--- src/rtl/packet_sink_pkg.sv ---
// Shared packet layout, field widths and drain FSM encoding for the ejection-port sink.
package packet_sink_pkg;

    localparam int unsigned NUM_NODES    = 16;
    localparam int unsigned ADDR_BITS    = $clog2(NUM_NODES);
    localparam int unsigned PAYLOAD_SIZE = 8;
    localparam int unsigned DATA_W       = PAYLOAD_SIZE + ADDR_BITS;

    // Source id sits above the destination address on the wire.
    typedef struct packed {
        logic [PAYLOAD_SIZE-1:0] src;
        logic [ADDR_BITS-1:0]    dest;
    } pkt_t;

    typedef enum logic [1:0] {
        S_IDLE = 2'd0,
        S_WAIT = 2'd1,
        S_POP  = 2'd2
    } sink_state_e;

endpackage

--- src/rtl/sink_fifo.sv ---
// Small circular buffer with registered full/empty/occupancy flags (DEPTH must be a power of 2).
module sink_fifo #(
    parameter int unsigned DEPTH = 4,
    parameter int unsigned WIDTH = 8
) (
    input  logic                   clk,
    input  logic                   reset,
    input  logic                   push,
    input  logic                   pop,
    input  logic [WIDTH-1:0]       wr_data,
    output logic [WIDTH-1:0]       rd_data_c,
    output logic                   full,
    output logic                   empty,
    output logic [$clog2(DEPTH):0] occupancy
);

    localparam int unsigned AW = $clog2(DEPTH);
    localparam int unsigned OW = AW + 1;

    logic [WIDTH-1:0] mem [DEPTH];
    logic [AW-1:0]    wr_ptr;
    logic [AW-1:0]    rd_ptr;
    logic [OW-1:0]    occ_next;

    always_comb begin
        occ_next = occupancy;
        if (push && !pop) begin
            occ_next = occupancy + OW'(1);
        end else if (pop && !push) begin
            occ_next = occupancy - OW'(1);
        end
    end

    // Flags come from next-state occupancy so they are valid the cycle after the update.
    always_ff @(posedge clk) begin
        if (reset) begin
            wr_ptr    <= '0;
            rd_ptr    <= '0;
            occupancy <= '0;
            full      <= 1'b0;
            empty     <= 1'b1;
        end else begin
            if (push) wr_ptr <= wr_ptr + AW'(1);
            if (pop)  rd_ptr <= rd_ptr + AW'(1);
            occupancy <= occ_next;
            full      <= (occ_next == OW'(DEPTH));
            empty     <= (occ_next == '0);
        end
    end

    always_ff @(posedge clk) begin
        if (push) mem[wr_ptr] <= wr_data;
    end

    assign rd_data_c = mem[rd_ptr];

endmodule

--- src/rtl/packet_sink.sv ---
// Ejection-port packet sink: buffers packets, drains one per DRAIN_PERIOD cycles, keeps statistics.
// Define SINK_LOG_EN to print a "##,rx,<id>,<src>" line on every pop for tx/rx pairing scripts.
module packet_sink
    import packet_sink_pkg::*;
#(
    parameter int          id           = -1,
    parameter int unsigned DEPTH        = 4,
    parameter int unsigned DRAIN_PERIOD = 2,
    parameter int unsigned CNT_BITS     = 16
) (
    input  logic                    clk,
    input  logic                    reset,
    input  logic [DATA_W-1:0]       data,
    input  logic                    req,
    output logic                    busy,
    output logic [CNT_BITS-1:0]     rx_count,
    output logic [CNT_BITS-1:0]     misroute_count,
    output logic [CNT_BITS-1:0]     drop_count,
    output logic [PAYLOAD_SIZE-1:0] last_src,
    output logic                    rx_valid
);

    localparam int unsigned OW = $clog2(DEPTH) + 1;
    localparam int unsigned DW = $clog2(DRAIN_PERIOD + 1);

    sink_state_e       state;
    sink_state_e       state_next;
    logic [DW-1:0]     drain_cnt;
    logic [DW-1:0]     drain_cnt_next;
    logic [DATA_W-1:0] rd_data;
    logic [OW-1:0]     occupancy;
    logic              fifo_full;
    logic              fifo_empty;
    logic              push;
    logic              pop;
    pkt_t              pkt;
    logic              dest_match;

    assign push       = req && !busy;
    assign pop        = (state == S_POP);
    assign pkt        = pkt_t'(rd_data);
    assign dest_match = (int'(pkt.dest) == id);
    assign busy       = fifo_full;

    sink_fifo #(
        .DEPTH (DEPTH),
        .WIDTH (DATA_W)
    ) u_fifo (
        .clk       (clk),
        .reset     (reset),
        .push      (push),
        .pop       (pop),
        .wr_data   (data),
        .rd_data_c (rd_data),
        .full      (fifo_full),
        .empty     (fifo_empty),
        .occupancy (occupancy)
    );

    always_ff @(posedge clk) begin
        if (reset) begin
            state     <= S_IDLE;
            drain_cnt <= '0;
        end else begin
            state     <= state_next;
            drain_cnt <= drain_cnt_next;
        end
    end

    // WAIT spans DRAIN_PERIOD-1 cycles so consecutive pops are DRAIN_PERIOD apart.
    always_comb begin
        state_next     = state;
        drain_cnt_next = drain_cnt;
        case (state)
            S_IDLE: begin
                if (!fifo_empty) begin
                    if (DRAIN_PERIOD == 1) begin
                        state_next = S_POP;
                    end else begin
                        state_next     = S_WAIT;
                        drain_cnt_next = DW'(DRAIN_PERIOD - 1);
                    end
                end
            end
            S_WAIT: begin
                drain_cnt_next = drain_cnt - DW'(1);
                if (drain_cnt <= DW'(1)) begin
                    state_next     = S_POP;
                    drain_cnt_next = '0;
                end
            end
            S_POP: begin
                if (occupancy > OW'(1)) begin
                    if (DRAIN_PERIOD == 1) begin
                        state_next = S_POP;
                    end else begin
                        state_next     = S_WAIT;
                        drain_cnt_next = DW'(DRAIN_PERIOD - 1);
                    end
                end else begin
                    state_next = S_IDLE;
                end
            end
            default: state_next = S_IDLE;
        endcase
    end

    // Statistics saturate at all-ones.
    always_ff @(posedge clk) begin
        if (reset) begin
            rx_count       <= '0;
            misroute_count <= '0;
            drop_count     <= '0;
            last_src       <= '0;
            rx_valid       <= 1'b0;
        end else begin
            rx_valid <= (state_next == S_POP);
            if (req && busy && (drop_count != '1)) begin
                drop_count <= drop_count + CNT_BITS'(1);
            end
            if (pop) begin
                last_src <= pkt.src;
                if (dest_match) begin
                    if (rx_count != '1) rx_count <= rx_count + CNT_BITS'(1);
                end else begin
                    if (misroute_count != '1) misroute_count <= misroute_count + CNT_BITS'(1);
                end
            end
        end
    end

`ifdef SINK_LOG_EN
    always_ff @(posedge clk) begin
        if (!reset && pop) $display("##,rx,%d,%d", id, pkt.src);
    end
`else
`endif

endmodule

--- config.mk ---
export PLATFORM = sky130hd
export DESIGN_NAME = packet_sink
export DESIGN_NICKNAME = d
export VERILOG_FILES = /design/src/rtl/packet_sink_pkg.sv /design/src/rtl/sink_fifo.sv /design/src/rtl/packet_sink.sv
export SDC_FILE = /design/constraint.sdc
export NUM_CORES = 1
export LEC_CHECK = 0
export CORE_ASPECT_RATIO = 0.5
export CORE_UTILIZATION = 64
export DETAILED_ROUTE_END_ITERATION = 7
export DONT_BUFFER_PORTS = 1
export MAX_ROUTING_LAYER = met4
export PLACE_DENSITY = 0.79
export SLEW_MARGIN = 20
export SYNTH_ARGS = -nofsm -noshare
export SYNTH_HDL_FRONTEND = slang
export SYNTH_HIERARCHICAL = 1
export SYNTH_SLANG_ARGS = --single-unit
export TNS_END_PERCENT = 10
--- constraint.sdc ---
create_clock -name clk -period 4.8 [get_ports clk]
set_clock_uncertainty 0.1 [all_clocks]
set_input_delay 0.48 -clock clk [delete_from_list [all_inputs] [get_ports clk]]
set_output_delay 0.48 -clock clk [all_outputs]
set_load 0.02 [all_outputs]
==> impl_results.md <==
* Overall routing resource usage at 0.271
* Worst-margin pin slew at 731 ps
* Initial antenna violation count at 0
* Post-cts resize count at 0
* DP Worst Slack at 2320 ps
* Nets at 391
* Remaining DRCs at 0
* Fin. Hold Viols at 0
* Final WS setup at 2420 ps
* Max Clock Freq at approximately 0.42 GHz
* Final period util at 0.497
* Largest net degree at the start of global routing at 58
* Crit path arrival time at 2560 ps
* P&R area growth vs syn at 8.29%
* Row cnt at 19
* Vias in the first global route at 2656
* DR vias/cell at 6.24
* Fill cell total of the finished layout at between 300 and 400
* Yosys synthesis warning count at 6
* Core area at 0.00573 mm²
* WS Path Type: flop to flop
* First-pass GRT wire length at roughly 13000 µm
* CTS Sinks at between 80 and 90
* CP Launch Type: flop
* NetSw at just over 0.0004 W
* CTS tree: done
* Final Cell Area at around 0.0043 mm²
* Share of layout cells above drive strength 1 at 0.0858
* Switching part of the total power at 0.228
* Sequential share of power at 0.473
* I/O pin total at 73
* Die Width at 114 µm
* Worst setup EP type: flop
* Hold Path Class: input port to flop
* Setup_tns at 0 ps
* WP data required at 4970 ps
* Post-CTS setup buffers at 0
* DP Area at a little under 0.004 mm²
* Clock latency at the later pin of the worst-skew pair at 340 ps
* DR vias at 2853
* Final setup violating endpoints at 0
* Clock transition at path regs at 70 ps
* Worst Path Max Fanout at 22
* Clk buf depth at 2
* GP Congestion at 0.907
* DP HPWL at 5020 µm
* RSZ-0062 raised after global routing: false
* Logic pwr share at 0.069
* IO buf count at 0
* Die H at about 58 µm
* WL/cell at about 17 µm
* Cts bufs inserted at 9
* Max Cap Violations at 0
* H-tree depth at 3
* Die ar. at roughly 0.0066 mm²
* Final Max Tran Viols at 0
* Status: completed
* Max_slew headroom at 0.509
* Clock Tree Root: clkbuf_16
* Period minus WS final at 2380 ps
* Initial DRC count at 218
* ANT cells at 0
* Pwr/cell area at 414 mW/mm²
* Pint at 0.00138 W
* Syn Std Cell Area at 0.00398 mm²
* Cts hold-fix bufs at 0
* GRT Residual Overflow at 0
* Initial Utilization at 0.695
* Mean post-synth cell area at 10.7 µm²
* Mapped Cells at 373
* Max VDD drop at 0.325 mV
* P_leak at 1.43 nW
* Clock network fraction of total power at 0.458
* DRT antenna net count at 0
* Total Wirelength at roughly 8000 µm
* Pre-antenna DRT Iters at 4
[path summary, 6_finish.rpt]
check	startpoint	endpoint	slack [ps]	cells after the start
worst max-delay path	state[0]	misroute_count[14]	2420	5
worst min-delay path	reset	drop_count[3]	100	1
worst max register to register	state[0]	misroute_count[14]	2420	5
worst min register to register	drain_cnt[0]	drain_cnt[0]	390	2
[flip-flops by register name, indices dropped and copies added (netlist names), named ones only]
register / cells
u_fifo/full: 1
misroute_count: 16
u_fifo/empty: 1
u_fifo/wr_ptr: 2
drop_count: 16
state: 2
drain_cnt: 2
last_src: 8
u_fifo/rd_ptr: 2
u_fifo/mem: 32
rx_valid: 1
u_fifo/occupancy: 3
[power groups by stage]
| stage | combinational (W) | clock [W] | sequential [W] |
|---|---|---|---|
| floorplan | 0.000125 | 0 | 0.000850 |
| global placement | 0.000114 | 0 | 0.000857 |
| detailed placement | 0.000122 | 0 | 0.000860 |
| CTS | 0.000124 | 0.000823 | 0.000845 |
| global route | 0.000138 | 0.000857 | 0.000848 |
| finish | 0.000124 | 0.000817 | 0.000845 |
[area by class of cell]
type / count / area (µm²) / area share
well taps: 84 / 105 / 0.0244
inverters: 13 / 48.8 / 0.0113
clock buffers: 9 / 225 / 0.0522
clock inverters: 7 / 126 / 0.0293
repair buffers: 2 / 15.0 / 0.00348
multi-input cells: 254 / 1710 / 0.397
flip-flops and latches: 88 / 2080 / 0.483
[critical path: stages (launching register included)]
cell and delay, ps:
dfxtp_1 350, nand2b_1 380, inv_1 630, nand3_1 180
or4_1 500, a21oi_1 160
[per-stage QoR]
step	cells	total power, W	hold slack, ps	util
2_1_floorplan	388	0.000975	359	-
4_1_cts	457	0.00179	95.1	0.751
5_1_grt	457	0.00184	86.1	0.753
6_report	457	0.00179	104	0.753
3_5_place_dp	441	0.000982	380	0.690
3_3_place_gp	441	0.000971	363	0.690
[routing by layer]
metal | vias up | routed length [µm] | share of wire | track usage
met5 | - | 0 | 0 | -
met4 | 0 | 104 | 0.013 | 0.0902
met3 | 11 | 533 | 0.068 | 0.0931
met2 | 89 | 3840 | 0.49 | 0.436
met1 | 1399 | 3410 | 0.43 | 0.324
li1 | 1354 | - | - | -
[cells in the final DEF, fill, tap and decap left out, types with 8 or more instances in the layout]
cell type  count
a21oi_1       35
and2_1         8
clkbuf_16      9
conb_1        16
dfxtp_1       56
edfxtp_1      32
ha_1           8
inv_1         13
mux4_2         8
nand2_1       25
nand3_1        9
nand4_1        8
nor2_1        17
o31ai_1       13
or3_1         14
or4_1         13
Note: power is estimated with default switching activity, not from simulation.
